<file path="src/rtl/wash_phase_timer_if.sv">
`default_nettype none
// ============================================================================
// Module   : wash_phase_timer_if
// Brief    : Phase indicators, controls and timer results of wash_phase_timer.
// Revision : 1.0 - initial release
// ============================================================================
interface wash_phase_timer_if;
    logic        soak_low;
    logic        soak_high;
    logic        wash_low;
    logic        wash_high;
    logic        rinse;
    logic        spin;
    logic        drain;
    logic        stop;
    logic        tick_en;
    logic        timer_soak_low;
    logic        timer_soak_high;
    logic        timer_wash_low;
    logic        timer_wash_high;
    logic        timer_rinse;
    logic        timer_spin;
    logic        timer_drain;
    logic [15:0] remaining;
    logic        busy;
    logic        phase_err;

    modport master (
        output soak_low, soak_high, wash_low, wash_high, rinse, spin, drain,
        output stop, tick_en,
        input  timer_soak_low, timer_soak_high, timer_wash_low, timer_wash_high,
        input  timer_rinse, timer_spin, timer_drain,
        input  remaining, busy, phase_err
    );

    modport slave (
        input  soak_low, soak_high, wash_low, wash_high, rinse, spin, drain,
        input  stop, tick_en,
        output timer_soak_low, timer_soak_high, timer_wash_low, timer_wash_high,
        output timer_rinse, timer_spin, timer_drain,
        output remaining, busy, phase_err
    );
endinterface
`default_nettype wire

</file>
<file path="src/rtl/wash_phase_timer.sv">
`default_nettype none
// ============================================================================
// Module   : wash_phase_timer
// Brief    : Times the active wash phase and emits a one-cycle done pulse.
//            Define WASH_TIMER_PRESCALE_EN to divide tick_en by PRESCALE.
// Revision : 1.0 - initial release
// ============================================================================
module wash_phase_timer #(
    parameter int SOAK_LOW_DUR  = 4,
    parameter int SOAK_HIGH_DUR = 6,
    parameter int WASH_LOW_DUR  = 5,
    parameter int WASH_HIGH_DUR = 8,
    parameter int RINSE_DUR     = 3,
    parameter int SPIN_DUR      = 3,
    parameter int DRAIN_DUR     = 2,
    parameter int PRESCALE      = 10
) (
    input  logic             clk,
    input  logic             rst,
    wash_phase_timer_if.slave bus
);

    // A duration that truncates to zero would leave a busy phase that never ends
    function automatic logic [15:0] f_load(input int dur);
        logic [15:0] v;
        v = dur[15:0];
        if (dur < 1 || v == 16'd0) begin
            f_load = 16'd1;
        end else begin
            f_load = v;
        end
    endfunction

    localparam logic [15:0] c_LOAD_SOAK_LOW  = f_load(SOAK_LOW_DUR);
    localparam logic [15:0] c_LOAD_SOAK_HIGH = f_load(SOAK_HIGH_DUR);
    localparam logic [15:0] c_LOAD_WASH_LOW  = f_load(WASH_LOW_DUR);
    localparam logic [15:0] c_LOAD_WASH_HIGH = f_load(WASH_HIGH_DUR);
    localparam logic [15:0] c_LOAD_RINSE     = f_load(RINSE_DUR);
    localparam logic [15:0] c_LOAD_SPIN      = f_load(SPIN_DUR);
    localparam logic [15:0] c_LOAD_DRAIN     = f_load(DRAIN_DUR);

    logic [6:0]  w_code;
    logic [6:0]  r_code;
    logic        w_idle;
    logic        w_multi;
    logic        w_load_ev;
    logic        w_tick;
    logic [15:0] w_load;
    logic [15:0] r_count;
    logic [15:0] w_count;
    logic        r_busy;
    logic        w_busy;
    logic        r_arm;
    logic        w_arm;
    logic        r_err;
    logic        w_err;
    logic [6:0]  r_pulse;
    logic [6:0]  w_pulse;

    assign w_code    = {bus.drain, bus.spin, bus.rinse, bus.wash_high,
                        bus.wash_low, bus.soak_high, bus.soak_low};
    assign w_idle    = (w_code == 7'd0);
    assign w_multi   = ((w_code & (w_code - 7'd1)) != 7'd0);
    assign w_load_ev = !w_idle && !w_multi && (w_code != r_code);

`ifdef WASH_TIMER_PRESCALE_EN
    localparam int                   c_PRESC_W    = (PRESCALE > 1) ? $clog2(PRESCALE) : 1;
    localparam logic [c_PRESC_W-1:0] c_PRESC_LAST = c_PRESC_W'(PRESCALE - 1);

    logic [c_PRESC_W-1:0] r_presc;
    logic                 w_wrap;

    assign w_wrap = (r_presc == c_PRESC_LAST);
    assign w_tick = bus.tick_en & w_wrap;

    // Restarting on load gives every phase a full PRESCALE period per tick
    always_ff @(posedge clk or negedge rst) begin
        if (!rst) begin
            r_presc <= '0;
        end else if (w_load_ev || w_wrap) begin
            r_presc <= '0;
        end else begin
            r_presc <= r_presc + c_PRESC_W'(1);
        end
    end
`else
    logic [31:0] w_unused_prescale;

    assign w_unused_prescale = 32'(PRESCALE);
    assign w_tick            = bus.tick_en;
`endif

    always_comb begin
        case (w_code)
            7'b0000001: w_load = c_LOAD_SOAK_LOW;
            7'b0000010: w_load = c_LOAD_SOAK_HIGH;
            7'b0000100: w_load = c_LOAD_WASH_LOW;
            7'b0001000: w_load = c_LOAD_WASH_HIGH;
            7'b0010000: w_load = c_LOAD_RINSE;
            7'b0100000: w_load = c_LOAD_SPIN;
            7'b1000000: w_load = c_LOAD_DRAIN;
            default:    w_load = 16'd1;
        endcase
    end

    // Idle and error win over loading, and loading wins over the done pulse
    always_comb begin
        w_count = r_count;
        w_busy  = r_busy;
        w_arm   = r_arm;
        w_err   = 1'b0;
        w_pulse = 7'd0;
        if (w_idle) begin
            w_count = 16'd0;
            w_busy  = 1'b0;
            w_arm   = 1'b0;
        end else if (w_multi) begin
            w_err   = 1'b1;
            w_count = 16'd0;
            w_busy  = 1'b0;
            w_arm   = 1'b0;
        end else if (w_load_ev) begin
            w_count = w_load;
            w_busy  = 1'b1;
            w_arm   = 1'b1;
        end else if (w_tick && !bus.stop && (r_count != 16'd0)) begin
            w_count = r_count - 16'd1;
            if (r_count == 16'd1) begin
                w_busy = 1'b0;
                w_arm  = 1'b0;
                if (r_arm) begin
                    w_pulse = w_code;
                end
            end
        end
    end

    always_ff @(posedge clk or negedge rst) begin
        if (!rst) begin
            r_code  <= 7'd0;
            r_count <= 16'd0;
            r_busy  <= 1'b0;
            r_arm   <= 1'b0;
            r_err   <= 1'b0;
            r_pulse <= 7'd0;
        end else begin
            r_code  <= w_code;
            r_count <= w_count;
            r_busy  <= w_busy;
            r_arm   <= w_arm;
            r_err   <= w_err;
            r_pulse <= w_pulse;
        end
    end

    assign bus.timer_soak_low  = r_pulse[0];
    assign bus.timer_soak_high = r_pulse[1];
    assign bus.timer_wash_low  = r_pulse[2];
    assign bus.timer_wash_high = r_pulse[3];
    assign bus.timer_rinse     = r_pulse[4];
    assign bus.timer_spin      = r_pulse[5];
    assign bus.timer_drain     = r_pulse[6];
    assign bus.remaining       = r_count;
    assign bus.busy            = r_busy;
    assign bus.phase_err       = r_err;

endmodule
`default_nettype wire

</file>
<file path="src/flat_wrapper.sv">
// flat-port wrapper written by rule: the top's interface ports become plain ports
module wash_phase_timer_flat 
#(
    parameter int SOAK_LOW_DUR  = 4,
    parameter int SOAK_HIGH_DUR = 6,
    parameter int WASH_LOW_DUR  = 5,
    parameter int WASH_HIGH_DUR = 8,
    parameter int RINSE_DUR     = 3,
    parameter int SPIN_DUR      = 3,
    parameter int DRAIN_DUR     = 2,
    parameter int PRESCALE      = 10
)
  (clk, rst, bus_soak_low, bus_soak_high, bus_wash_low, bus_wash_high, bus_rinse, bus_spin, bus_drain, bus_stop, bus_tick_en, bus_timer_soak_low, bus_timer_soak_high, bus_timer_wash_low, bus_timer_wash_high, bus_timer_rinse, bus_timer_spin, bus_timer_drain, bus_remaining, bus_busy, bus_phase_err);
  wash_phase_timer_if bus_i ();
  input  logic clk;
  input  logic rst;
  input wire logic [$bits(bus_i.soak_low)-1:0] bus_soak_low;
  input wire logic [$bits(bus_i.soak_high)-1:0] bus_soak_high;
  input wire logic [$bits(bus_i.wash_low)-1:0] bus_wash_low;
  input wire logic [$bits(bus_i.wash_high)-1:0] bus_wash_high;
  input wire logic [$bits(bus_i.rinse)-1:0] bus_rinse;
  input wire logic [$bits(bus_i.spin)-1:0] bus_spin;
  input wire logic [$bits(bus_i.drain)-1:0] bus_drain;
  input wire logic [$bits(bus_i.stop)-1:0] bus_stop;
  input wire logic [$bits(bus_i.tick_en)-1:0] bus_tick_en;
  output wire logic [$bits(bus_i.timer_soak_low)-1:0] bus_timer_soak_low;
  output wire logic [$bits(bus_i.timer_soak_high)-1:0] bus_timer_soak_high;
  output wire logic [$bits(bus_i.timer_wash_low)-1:0] bus_timer_wash_low;
  output wire logic [$bits(bus_i.timer_wash_high)-1:0] bus_timer_wash_high;
  output wire logic [$bits(bus_i.timer_rinse)-1:0] bus_timer_rinse;
  output wire logic [$bits(bus_i.timer_spin)-1:0] bus_timer_spin;
  output wire logic [$bits(bus_i.timer_drain)-1:0] bus_timer_drain;
  output wire logic [$bits(bus_i.remaining)-1:0] bus_remaining;
  output wire logic [$bits(bus_i.busy)-1:0] bus_busy;
  output wire logic [$bits(bus_i.phase_err)-1:0] bus_phase_err;
  assign bus_i.soak_low = bus_soak_low;
  assign bus_i.soak_high = bus_soak_high;
  assign bus_i.wash_low = bus_wash_low;
  assign bus_i.wash_high = bus_wash_high;
  assign bus_i.rinse = bus_rinse;
  assign bus_i.spin = bus_spin;
  assign bus_i.drain = bus_drain;
  assign bus_i.stop = bus_stop;
  assign bus_i.tick_en = bus_tick_en;
  assign bus_timer_soak_low = bus_i.timer_soak_low;
  assign bus_timer_soak_high = bus_i.timer_soak_high;
  assign bus_timer_wash_low = bus_i.timer_wash_low;
  assign bus_timer_wash_high = bus_i.timer_wash_high;
  assign bus_timer_rinse = bus_i.timer_rinse;
  assign bus_timer_spin = bus_i.timer_spin;
  assign bus_timer_drain = bus_i.timer_drain;
  assign bus_remaining = bus_i.remaining;
  assign bus_busy = bus_i.busy;
  assign bus_phase_err = bus_i.phase_err;
  wash_phase_timer #(.SOAK_LOW_DUR(SOAK_LOW_DUR), .SOAK_HIGH_DUR(SOAK_HIGH_DUR), .WASH_LOW_DUR(WASH_LOW_DUR), .WASH_HIGH_DUR(WASH_HIGH_DUR), .RINSE_DUR(RINSE_DUR), .SPIN_DUR(SPIN_DUR), .DRAIN_DUR(DRAIN_DUR), .PRESCALE(PRESCALE)) u_core (.clk(clk), .rst(rst), .bus(bus_i));
endmodule
</file>
<file path="config.mk">
export PLATFORM = sky130hd
export DESIGN_NAME = wash_phase_timer_flat
export DESIGN_NICKNAME = d
export VERILOG_FILES = /design/src/rtl/wash_phase_timer_if.sv /design/src/rtl/wash_phase_timer.sv /design/src/flat_wrapper.sv
export SDC_FILE = /design/constraint.sdc
export NUM_CORES = 1
export LEC_CHECK = 0
export ABC_AREA = 0
export CAP_MARGIN = 20
export CORE_MARGIN = 3
export CORE_UTILIZATION = 55
export CTS_BUF_LIST = sky130_fd_sc_hd__clkbuf_4
export CTS_CLUSTER_DIAMETER = 150
export DETAILED_ROUTE_END_ITERATION = 7
export HOLD_SLACK_MARGIN = 0.1
export PLACE_DENSITY = 0.81
export SETUP_SLACK_MARGIN = 0.05
export SLEW_MARGIN = 0
export SYNTH_ARGS = -nofsm -noshare
export SYNTH_HDL_FRONTEND = slang
export SYNTH_SLANG_ARGS = --single-unit
</file>
<file path="constraint.sdc">
create_clock -name clk -period 3.5 [get_ports clk]
set_clock_uncertainty 0.1 [all_clocks]
set_input_delay 0.875 -clock clk [delete_from_list [all_inputs] [get_ports clk]]
set_output_delay 0.875 -clock clk [all_outputs]
set_load 0.01 [all_outputs]
</file>
**After elaboration in Yosys (flattened, before gate mapping)**

Index checks and enable logic that the tools add are counted.

- Multiplexer cells: 18
- Bitwise operators: 1
- Add/sub/neg operators: 2
- Equality and inequality tests: 9
- Reductions and logical operators: 14

Operators by type and width:

| kind | number |
|---|---|
| 16-bit 2-to-1 mux | 4 |
| 7-bit 2-to-1 mux | 6 |
| 4-bit one-hot mux with 6 select lines | 1 |
| 16-bit by 1-bit equality test with 1-bit output (second input constant) | 1 |
| 16-bit nonzero test | 1 |
| 16-bit by 1-bit subtractor with 16-bit output (second input constant) | 1 |
| 4-bit nonzero test | 2 |
| 7-bit bitwise AND | 1 |
| 7-bit by 1-bit equality test with 1-bit output (second input constant) | 1 |
| 7-bit by 2-bit equality test with 1-bit output (second input constant) | 1 |
| 7-bit by 3-bit equality test with 1-bit output (second input constant) | 1 |
| 7-bit by 4-bit equality test with 1-bit output (second input constant) | 1 |
| 7-bit by 5-bit equality test with 1-bit output (second input constant) | 1 |
| 7-bit by 6-bit equality test with 1-bit output (second input constant) | 1 |
| 7-bit equality test (second input constant) | 1 |
| 7-bit zero test | 1 |
| 1-bit 2-to-1 mux | 7 |
| 7-bit != test | 1 |
| 7-bit nonzero test | 1 |
| 7-bit by 1-bit subtractor with 7-bit output (second input constant) | 1 |
| 1-bit logical AND | 4 |
| 1-bit zero test | 3 |
| 2-bit AND reduction | 1 |
| 2-bit OR reduction | 1 |

- Bits in registers: 32
- Output and inout port bits: 25

**Logic depth before layout (Yosys ltp)**

- Depth after elaboration: 9
- Gate-level depth with buffers: 8

**Least setup slack after synthesis**

Ideal clock, no wire load.

- Path kind: input-to-reg
- Start: in bus_wash_high
- End: reg u_core.r_pulse[0]
- Buffers on the path: 3
- Cell stages on the path: 8
- Data arrival time: 2,359 ps
- Library setup time: 72 ps
- Setup slack: 969 ps
- Required time: 3,328 ps
- Cell sequence: buf_6 > or4_4 > a211oi_2 > o31ai_2 > nand2b_1 > buf_6 > buf_6 > nor2_1

- Word-level cells in the longest chain between the ends: 9
- Elaborated cells on any way between the ends: 12
- Classes of those cells: 1 x add/sub; 1 x eq/ne; 3 x mux; 1 x bitwise; 6 x reduce/logical

Ends and longest elaborated chain:

| element | RTL line | RTL |
|---|---|---|
| from (decl) | flat_wrapper.sv:20 | `input wire logic [$bits(bus_i.wash_high)-1:0] bus_wash_high;` |
| 7-bit by 1-bit subtractor with 7-bit output | wash_phase_timer.sv:63 | `assign w_multi = ((w_code & (w_code - 7'd1)) != 7'd0);` |
| 7-bit bitwise AND | wash_phase_timer.sv:63 |  |
| 7-bit nonzero test | wash_phase_timer.sv:63 |  |
| 1-bit zero test | wash_phase_timer.sv:64 | `assign w_load_ev = !w_idle && !w_multi && (w_code != r_code);` |
| 1-bit logical AND (2 in a row) | wash_phase_timer.sv:64 |  |
| 7-bit 2-to-1 mux | wash_phase_timer.sv:122 | `end else if (w_load_ev) begin` |
| 7-bit 2-to-1 mux | wash_phase_timer.sv:117 | `end else if (w_multi) begin` |
| 7-bit 2-to-1 mux (*) | wash_phase_timer.sv:113 | `if (w_idle) begin` |
| net u_core.w_pulse[0] | wash_phase_timer.sv:58 | `logic [6:0] w_pulse;` |
| to (signal assigned) | wash_phase_timer.sv:152 | `r_pulse <= w_pulse;` |
| to (decl) | wash_phase_timer.sv:57 | `logic [6:0] r_pulse;` |

Mark *: on every way through the listed nets, which the timed path passes. The rest lies on a longest branch.
A chain may end at the register's enable or synchronous reset.

**Final worst setup path**

- Start: in bus_soak_high
- End: reg u_core.r_count[1] (netlist: u_core.bus.remaining[1])

- Word-level cells in the longest chain between the ends: 9
- Elaborated cells on any way between the ends: 22
- Classes of those cells: 1 x add/sub; 8 x eq/ne; 4 x mux; 1 x bitwise; 8 x reduce/logical

Ends and longest elaborated chain:

| element | RTL line | RTL |
|---|---|---|
| from (decl) | flat_wrapper.sv:18 | `input wire logic [$bits(bus_i.soak_high)-1:0] bus_soak_high;` |
| 7-bit by 1-bit subtractor with 7-bit output | wash_phase_timer.sv:63 |  |
| 7-bit bitwise AND | wash_phase_timer.sv:63 |  |
| 7-bit nonzero test | wash_phase_timer.sv:63 |  |
| 1-bit zero test | wash_phase_timer.sv:64 |  |
| 1-bit logical AND (2 in a row) | wash_phase_timer.sv:64 |  |
| 16-bit 2-to-1 mux | wash_phase_timer.sv:122 |  |
| 16-bit 2-to-1 mux | wash_phase_timer.sv:117 |  |
| 16-bit 2-to-1 mux | wash_phase_timer.sv:113 |  |
| to (signal assigned) | wash_phase_timer.sv:148 | `r_count <= w_count;` |
| to (decl) | wash_phase_timer.sv:49 | `logic [15:0] r_count;` |

Several ways; a longest one is shown, not always the timed one.

==> results.toml <==
[place]
port_buffers = 35
hpwl_um = 3097
routabilityCongestion = 0.9111

[timing]
rsz0062_at_grt = "false"
timing.fmax_mhz = 367.4
post-route-min-period_ns = 2.722
fin_tns_setup_ns = 0
hold_viol_final = 0
slew_violations = 0
max_slew.worst_pin.slew_ns = 0.5095
period_share_pct = 77.76
slew_headroom_pct = 65.75
setup_violations = 0

[routing]
ant_nets = 0
vias = 1587
drc = 0
drtIter0Drc = 135
drtPass1Iterations = 4
detail_route.wirelength_um = 4271
route.detailed.wl_per_inst_um = 15.53
vias_per_cell = 5.771

[power_and_ir_drop]
p_switching_mw = 0.1809
seqPwrFrac_pct = 51.3
power_leakage_nw = 0.9150
switching_share_pct = 24.60
comb_power_share_pct = 10.0
p_int_mw = 0.5546
p_clk_share_pct = 38.7
p_per_area_mw_per_mm2 = 317.4
irDropWorstVdd_v = 0.0002594

[global_route]
grt_max_degree = 33
grt_pass1_wl_um = 7410
met3_usage_pct = 3.866
grt_use_met2_pct = 41.29
grt_pass1_vias = 1598
antenna_found_initial = 0
gr-usage-all-layers_pct = 23.05
grt.busiest_layer = "met2"
use_met1_pct = 28.64
overflow = 0

[synth]
synth_flop_cell = "dfrtp_1"
synth_top_cell_by_area = "dfrtp_1"
synthAdderAreaFrac_pct = 3.123
synthesis.nets = 207
synth_top_cell_area_share_pct = 43.45
synth_warnings = 0
synth_compound_area_share_pct = 9.165
syn_area_mm2 = 0.001843
syn_inst = 193
synthTopCellsByArea = "dfrtp_1 43%, xor2_1 7.1%, nor2_1 5.3%"
synthArstFlopShare_pct = 100.0
ys_seq_elements = 32
ys_seq_area_share_pct = 43.45
yosys.area_share.simple_pct = 28.58
synthXorXnorAreaFrac_pct = 9.980
synth_area_per_cell_um2 = 9.549
synth_cell_type_count = 42
synth_top_family_by_area = "simple AND/OR/NAND/NOR gates"
muxShareOfSynthArea_pct = 0.5431
synth_edf_count = 0

[clock_tree]
h-tree-depth = 2
clkSlewWorstSetupHoldPaths_ns = 0.10
ctsHoldBuffers = 0
clock-sinks = 32
cts_made_buffers = 5
post-cts-setup-buffer-count = 0
cts_root_buf = "clkbuf_4"
cts_tree = "done"
cts_resized = 0
worstSkewPairLatency_ns = 0.34
clk_path_buf_depth = 2

[floorplan]
dieWidth_um = 63.89
initial_core_util_pct = 58.92
ios = 36
dieArea_mm2 = 0.004081
rows = 20
core_mm2 = 0.003128
die_h_um = 63.89

[critical_path]
startpoint_type = "input pin"
endpoint_kind = "flop"
path_max_fanout = 13
crit_type = "in -> reg"
crit_arrival_ns = 2.89
critical_path_required_ns = 3.67
reg2reg_slack_ns = 1.19
rr_worst_depth = 5

[finish]
n_antenna_cell = 0
drive_gt1_share_pct = 11.26
mostFrequentLayoutCells = "35 x clkdlybuf4s50_1, 32 x dfrtp_1, 26 x nor2_1"
final_common_cell = "clkdlybuf4s50_1"
fin_util_pct = 74.08
area_growth_pct = 25.73
nets = 244

[flow_run]
drv.max_cap_violation_count = 0

[outcome]
status = "completed"

[worst_hold_path]
holdPathStages = 2
hold_path_class = "reg -> reg"
-- area by class of cell --
type	instances	area [µm²]
Clock buffer	5	37.54
Multi-Input combinational cell	144	947.2
Tap cell	44	55.05
Sequential cell	32	800.8
Inverter	5	18.77
Fill cell	240	810.8
Clock inverter	3	42.54
Timing Repair Buffer	42	415.4
-- registers in the layout (all words and copies together) (netlist names) --
| register | flops |
|---|---|
| u_core.bus.phase_err | 1 |
| u_core.bus.remaining | 16 |
| u_core.bus.busy | 1 |
| u_core.r_pulse | 7 |
| u_core.r_code | 7 |
-- cell usage after synthesis (2+ instances only) --
master and n:
a211oi_2 2, nor4_1 8, dfrtp_1 32, buf_6 3, inv_1 5, buf_2 7, nand3b_1 2, or3_1 5
maj3_1 2, or4_1 3, nor4_2 2, xor2_1 15, a21oi_1 7, nor4b_1 2, nand2b_1 5, xnor2_1 6
o21ai_0 6, nand3_1 13, or2_2 2, a31oi_1 2, a211oi_1 3, ha_1 3, nor2_1 26, nor3_1 6
nand2_1 6, nand4_1 4
-- through the flow --
| step | cell area (µm²) | power, mW | cells | worst slack [ns] | hold WS [ns] |
|---|---|---|---|---|---|
| floorplan | 1843 | 0.4262 | 193 | 0.9686 | 0.4784 |
| global placement | 2237 | 0.4544 | 267 | 0.5020 | 0.4557 |
| detailed placement | 2237 | 0.4570 | 267 | 0.4402 | 0.4867 |
| CTS | 2317 | 0.7398 | 275 | 0.7953 | 0.5047 |
| global route | 2317 | 0.7619 | 275 | 0.6457 | 0.5501 |
| finish | 2317 | 0.7355 | 275 | 0.7784 | 0.4968 |
-- critical path: stages --
cell and delay [ns]:
clkdlybuf4s50_1 0.62, or4_4 0.52, maj3_1 0.37, a211oi_2 0.28
nand4_1 0.12, o21ai_0 0.08
-- metal layers --
layer / wire length (µm) / part of all wire, %
met3: 280 / 6.6
met2: 2250 / 53
met4: 16 / 0.37
met5: 0 / 0
met1: 1723 / 40
-- path summary, 6_finish.rpt --
path / startpoint / endpoint
max in group asynchronous: rst / u_core.r_pulse[3]
min in group asynchronous: rst / u_core.bus.remaining[6]
worst min-delay path: u_core.bus.remaining[5] / u_core.bus.remaining[5]
worst max register to register: u_core.bus.remaining[2] / u_core.bus.remaining[2]
worst min register to register: u_core.bus.remaining[5] / u_core.bus.remaining[5]
worst max-delay path: bus_soak_high / u_core.bus.remaining[1]
-- cells by family (layout without fill, tap and decap cells) --
kind of cell	count (synthesis)	after routing
xor+xnor	21	21
fa+ha+maj	5	5
buf+inv	17	55
flops	32	32
mux	1	1
simple gates	92	92
compound gates	25	25
-- power groups by stage --
stage	logic (mW)	registers (mW)	clock network, mW
floorplan	0.0422	0.384	0
global placement	0.0702	0.384	0
detailed placement	0.0724	0.385	0
CTS	0.0735	0.377	0.289
global route	0.0811	0.378	0.303
finish	0.0735	0.377	0.285
Power figures use the tool's default switching activity.
